## config.mk

```make
export PLATFORM = sky130hd
export DESIGN_NAME = irq_exc_ctrl
export DESIGN_NICKNAME = d
export VERILOG_FILES = /design/src/rtl/irq_exc_pkg.sv /design/src/rtl/irq_sync.sv /design/src/rtl/irq_exc_ctrl.sv
export SDC_FILE = /design/constraint.sdc
export NUM_CORES = 1
export LEC_CHECK = 0
export BUFFER_PORTS_ARGS = -buffer_cell sky130_fd_sc_hd__buf_4
export CAP_MARGIN = 20
export CORE_MARGIN = 1
export CORE_UTILIZATION = 40
export DETAILED_ROUTE_END_ITERATION = 16
export PLACE_DENSITY = 0.71
export REMOVE_ABC_BUFFERS = 1
export SLEW_MARGIN = 20
export SYNTH_ARGS = -nofsm -noshare
export SYNTH_HDL_FRONTEND = slang
export SYNTH_SLANG_ARGS = --single-unit
```

## constraint.sdc

```tcl
create_clock -name clk_i -period 2.4 [get_ports clk_i]
set_input_delay 0 -clock clk_i [delete_from_list [all_inputs] [get_ports clk_i]]
set_output_delay 0 -clock clk_i [all_outputs]
set_load 0.01 [all_outputs]
```

## src/rtl/irq_exc_pkg.sv

```systemverilog
// Shared types and helpers for the interrupt/exception controller: FSM state
// encoding, cause-width helper and the fixed-priority encoder.
package irq_exc_pkg;

  localparam int unsigned MAX_IRQ     = 32;
  localparam int unsigned MAX_CAUSE_W = $clog2(MAX_IRQ);

  typedef enum logic [1:0] {
    ST_IDLE    = 2'd0,
    ST_TAKE    = 2'd1,
    ST_HANDLER = 2'd2,
    ST_RET     = 2'd3
  } state_e;

  function automatic int unsigned cause_width(input int unsigned num_irq);
    return $clog2(num_irq);
  endfunction

  // Channel 0 wins: scanning downwards leaves the lowest set index in idx.
  function automatic logic [MAX_CAUSE_W-1:0] lowest_set(input logic [MAX_IRQ-1:0] vec);
    logic [MAX_CAUSE_W-1:0] idx;
    idx = '0;
    for (int i = MAX_IRQ - 1; i >= 0; i--) begin
      if (vec[i]) idx = MAX_CAUSE_W'(i);
    end
    return idx;
  endfunction

endpackage

```

## src/rtl/irq_sync.sv

```systemverilog
// Two-flop synchroniser for a bus of independent asynchronous request lines.
module irq_sync #(
  parameter int unsigned WIDTH = 8
) (
  input  logic             clk_i,
  input  logic             rst_ni,
  input  logic [WIDTH-1:0] d_i,
  output logic [WIDTH-1:0] q_o
);

  logic [WIDTH-1:0] meta_q;
  logic [WIDTH-1:0] sync_q;

  // NOTE: sequential state uses non-blocking assignments so both stages
  // sample their inputs from before the edge, giving a true 2-flop chain.
  always_ff @(posedge clk_i or negedge rst_ni) begin
    if (!rst_ni) begin
      meta_q <= '0;
      sync_q <= '0;
    end else begin
      meta_q <= d_i;
      sync_q <= meta_q;
    end
  end

  assign q_o = sync_q;

endmodule

```

## src/rtl/irq_exc_ctrl.sv

```systemverilog
// Maskable, prioritised interrupt controller with EPC/cause capture and ERET.
// Define IRQ_EDGE_EN for sticky rising-edge pending; default is level mode.
module irq_exc_ctrl
  import irq_exc_pkg::*;
#(
  parameter int unsigned               NUM_IRQ    = 8,
  parameter int unsigned               PC_W       = 32,
  parameter logic [PC_W-1:0]           VEC_BASE   = 'h0000_0100,
  parameter int unsigned               VEC_STRIDE = 16,
  parameter logic [NUM_IRQ-1:0]        MASK_RST   = '1
) (
  input  logic                         clk_i,
  input  logic                         rst_ni,
  input  logic [NUM_IRQ-1:0]           irq_i,
  input  logic                         instr_valid_i,
  input  logic [PC_W-1:0]              pc_i,
  input  logic                         return_i,
  input  logic                         mask_we_i,
  input  logic [NUM_IRQ-1:0]           mask_wdata_i,
  output logic                         redirect_o,
  output logic [PC_W-1:0]              redirect_pc_o,
  output logic [PC_W-1:0]              epc_o,
  output logic [cause_width(NUM_IRQ)-1:0] cause_o,
  output logic                         in_handler_o,
  output logic [NUM_IRQ-1:0]           mask_o
);

  localparam int unsigned CAUSE_W = cause_width(NUM_IRQ);

  logic [NUM_IRQ-1:0] irq_s;
  logic [NUM_IRQ-1:0] pending;
  logic [NUM_IRQ-1:0] enabled;
  logic [NUM_IRQ-1:0] mask_q;
  logic [CAUSE_W-1:0] winner;
  logic               take;

  state_e             state_q, state_d;
  logic [PC_W-1:0]    epc_q, epc_d;
  logic [CAUSE_W-1:0] cause_q, cause_d;

  irq_sync #(.WIDTH(NUM_IRQ)) u_irq_sync (
    .clk_i  (clk_i),
    .rst_ni (rst_ni),
    .d_i    (irq_i),
    .q_o    (irq_s)
  );

`ifdef IRQ_EDGE_EN
  logic [NUM_IRQ-1:0] irq_s_prev_q;
  logic [NUM_IRQ-1:0] pending_q, pending_d;

  // Clear first, then OR in new edges so a coincident edge re-arms the channel.
  always_comb begin
    pending_d = pending_q;
    if (state_q == ST_TAKE) pending_d[cause_q] = 1'b0;
    pending_d = pending_d | (irq_s & ~irq_s_prev_q);
  end

  always_ff @(posedge clk_i or negedge rst_ni) begin
    if (!rst_ni) begin
      irq_s_prev_q <= '0;
      pending_q    <= '0;
    end else begin
      irq_s_prev_q <= irq_s;
      pending_q    <= pending_d;
    end
  end

  assign pending = pending_q;
`else
  assign pending = irq_s;
`endif

  // The registered mask means a same-edge write only affects the next decision.
  assign enabled = pending & mask_q;
  assign winner  = CAUSE_W'(lowest_set(MAX_IRQ'(enabled)));
  assign take    = (state_q == ST_IDLE) && (|enabled) && instr_valid_i;

  // NOTE: every combinational output gets a default first, so no path
  // through the case statement can leave it unassigned and infer a latch.
  always_comb begin
    state_d = state_q;
    epc_d   = epc_q;
    cause_d = cause_q;
    unique case (state_q)
      ST_IDLE: begin
        if (take) begin
          state_d = ST_TAKE;
          epc_d   = pc_i;
          cause_d = winner;
        end
      end
      ST_TAKE:    state_d = ST_HANDLER;
      ST_HANDLER: if (return_i) state_d = ST_RET;
      ST_RET:     state_d = ST_IDLE;
      default:    state_d = ST_IDLE;
    endcase
  end

  always_ff @(posedge clk_i or negedge rst_ni) begin
    if (!rst_ni) begin
      state_q <= ST_IDLE;
      epc_q   <= '0;
      cause_q <= '0;
      mask_q  <= MASK_RST;
    end else begin
      state_q <= state_d;
      epc_q   <= epc_d;
      cause_q <= cause_d;
      if (mask_we_i) mask_q <= mask_wdata_i;
    end
  end

  // Outputs decode registered state only; nothing here depends on inputs.
  always_comb begin
    redirect_pc_o = '0;
    unique case (state_q)
      ST_TAKE: redirect_pc_o = VEC_BASE + PC_W'(cause_q) * PC_W'(VEC_STRIDE);
      ST_RET:  redirect_pc_o = epc_q;
      default: redirect_pc_o = '0;
    endcase
  end

  assign redirect_o   = (state_q == ST_TAKE) || (state_q == ST_RET);
  assign in_handler_o = (state_q != ST_IDLE);
  assign epc_o        = epc_q;
  assign cause_o      = cause_q;
  assign mask_o       = mask_q;

endmodule
```

==> impl_metrics.env <==
export IMPL_vias_per_cell=4.64
export IMPL_grt_pass1_wl_um=11200
export IMPL_area_growth_pct=67.0
export IMPL_ys_seq_area_share_pct=57.6
export IMPL_clkTransAtPathRegs_ns=0.08
export IMPL_drv_cap=0
export IMPL_routedWlPerCell_um=14.9
export IMPL_min_period_ns=1.98
export IMPL_rows=29
export IMPL_timing_slew_headroom_pct=38.6
export IMPL_drive_above_1_share_pct=54.2
export IMPL_syn_area_per_cell_um2=14.7
export IMPL_cts_buffers=9
export IMPL_ys_seq_elements=61
export IMPL_placement_io_buffers=129
export IMPL_tritoncts="done"
export IMPL_die_area_mm2=0.00700
export IMPL_synth_cells=181
export IMPL_clock_path_buffers=2
export IMPL_status="completed"
export IMPL_ios=130
export IMPL_track_usage_pct=20.5
export IMPL_ctsResizeCount=0
export IMPL_critPathKind="flop to flop"
export IMPL_vias=2086
export IMPL_grt_pass1_vias=2271
export IMPL_ant_nets=0
export IMPL_place_congestion=0.716
export IMPL_critPathCaptureType="flop"
export IMPL_grt_ovfl_total=0
export IMPL_required_ns=2.61
export IMPL_worst_pin_slew_ns=0.921
export IMPL_synthesis_area_mm2=0.00267
export IMPL_cp_arrival_ns=2.18
export IMPL_drt_iter0_markers=72
export IMPL_post_route_period_util_pct=82.3
export IMPL_coreArea_mm2=0.00639
export IMPL_antenna_found_initial=0
export IMPL_power_density_mw_per_mm2=1140
export IMPL_cts_sinks=61
export IMPL_finalSetupViolCount=0
export IMPL_layout_setup_ws_ns=0.424
export IMPL_initial_core_util_pct=41.8
export IMPL_hold_class="input port to flop"
export IMPL_dr_pass1_iters=4
export IMPL_clk_latency_ns=0.33
export IMPL_dp_hpwl_um=4220
export IMPL_start_kind="flop"
export IMPL_cts_root_buf="clkbuf_8"
export IMPL_yosysUniqueCellTypes=25
export IMPL_hold_violations=0
export IMPL_drv_slew=0
export IMPL_antenna_cells=0
export IMPL_fmax_mhz=506
export IMPL_die_h_um=83.6
export IMPL_nFillCells=466
export IMPL_yosysWarnings=0
export IMPL_routed_wirelength_um=6710
export IMPL_post_place_ws_ns=0.439
export IMPL_grt_max_degree=62
export IMPL_peakVddDrop_mv=0.688
export IMPL_route_detailed_drc=0
export IMPL_fin_worst_skew_ns=0.0129
export IMPL_rsz0062_at_grt="no"
export IMPL_p_leak_nw=2.17
export IMPL_nets=426
export IMPL_htreeDepth=3
export IMPL_finalSetupTns_ns=0
export IMPL_critPathMaxFanout=23
export IMPL_dieWidth_um=83.6
==> logic make-up after synthesis <==
| group | Yosys count | share of synthesized area [%] |
|---|---|---|
| DFF | 61 | 57.6 |
| and+or+nand+nor | 44 | 9.24 |
| muxes | 41 | 21.3 |
| AOI/OAI and AO/OA | 18 | 6.99 |
| buffers and inverters | 12 | 2.53 |
| adders and majority gates | 5 | 2.35 |
==> synthesized netlist by cell type <==
cell / number / share of area [%]
a21o_1: 1 / 0.28
a21oi_1: 4 / 0.75
a22o_1: 3 / 0.99
a22oi_2: 3 / 1.4
a22oi_4: 1 / 0.80
a2bb2oi_1: 1 / 0.33
a32o_1: 1 / 0.38
a41oi_1: 2 / 0.66
a41oi_4: 1 / 1.0
and2_1: 28 / 6.6
buf_6: 3 / 1.3
clkbuf_1: 4 / 0.56
dfrtp_1: 53 / 50
dfstp_2: 8 / 7.9
ha_1: 5 / 2.3
inv_1: 5 / 0.70
mux2_2: 13 / 5.5
mux2_4: 28 / 16
nand2_1: 5 / 0.70
nand2b_1: 1 / 0.23
nand3_1: 1 / 0.19
nand4_1: 2 / 0.47
nor2_1: 6 / 0.84
o32a_1: 1 / 0.38
or2_2: 1 / 0.23
==> per-stage QoR <==
| step | util [%] | hold slack (ns) | total power, W | instances | area [um2] |
|---|---|---|---|---|---|
| after floorplan | - | -0.296 | 0.00286 | 174 | 2620 |
| after global placement | 57.9 | 0.109 | 0.00393 | 382 | 3700 |
| after detailed placement | 57.9 | 0.110 | 0.00399 | 382 | 3700 |
| after CTS | 69.7 | 0.0000194 | 0.00513 | 450 | 4450 |
| after global routing | 69.7 | 0.0131 | 0.00540 | 450 | 4450 |
| final | 69.7 | 0.0126 | 0.00509 | 450 | 4450 |
==> final cells by class <==
cell class / count / area, um2 / share of cell area, %
Sequential cell: 61 / 1540 / 34.5
Clock inverter: 5 / 82.6 / 1.85
Timing Repair Buffer: 183 / 1500 / 33.8
Tap cell: 77 / 96.3 / 2.16
Inverter: 5 / 18.8 / 0.422
Clock buffer: 11 / 151 / 3.40
Multi-Input combinational cell: 108 / 1060 / 23.9
==> placed cells by master, fill, tap and decap left out, drive strengths merged, types with 5 or more instances in the layout <==
master       Yosys  layout
and2            28      28
buf              3     131
clkbuf           4      11
dfrtp           53      53
dfstp            8       8
dlygate4sd3      0      52
ha               5       5
inv              5       5
mux2            41      41
nand2            5       5
nor2             6       6
==> what timing repair did <==
item	in CTS	in global routing
hold buffers	52	0
buffers inserted	0	0
hold endpoints to repair	101	0
==> metal layers <==
| metal | vias to the layer above | track usage (%) | wire, um |
|---|---|---|---|
| met4 | 0 | 8.01 | 109 |
| met3 | 8 | 3.86 | 307 |
| li1 | 996 | - | - |
| met5 | - | 0 | 0 |
| met1 | 1007 | 23.6 | 2730 |
| met2 | 75 | 37.4 | 3560 |
==> sequential cells by signal (all words and copies together) (netlist names) <==
register	flops
cause_o	3
epc_o	32
state_q	2
u_irq_sync.q_o	8
mask_o	8
u_irq_sync.meta_q	8
==> worst paths after layout <==
kind | start | to | slack (ns) | depth (start not counted)
min in group asynchronous | rst_ni | u_irq_sync.meta_q[7] | 0.29 | 2
hold reg to reg | u_irq_sync.meta_q[4] | u_irq_sync.q_o[4] | 0.34 | 0
setup reg to reg | state_q[0] | epc_o[31] | 0.42 | 6
setup / recovery | state_q[0] | epc_o[31] | 0.42 | 6
hold / removal | mask_we_i | mask_o[4] | 0.01 | 2
max in group asynchronous | rst_ni | epc_o[3] | 1.63 | 2
==> worst max-delay path, cell delays in order (launching register included) <==
cell and delay (ns):
dfrtp_1 0.41, inv_1 0.12, ha_1 0.19, nand2_1 0.16
a41oi_4 0.22, buf_4 0.38, mux2_2 0.38
==> report_power, final <==
| part | switching (W) | internal (W) |
|---|---|---|
| combinational | 0.000943 | 0.00142 |
| clock | 0.000398 | 0.000641 |
| sequential | 0.000294 | 0.00139 |
| total | 0.00164 | 0.00346 |
Note: power is estimated with default switching activity, not from simulation.
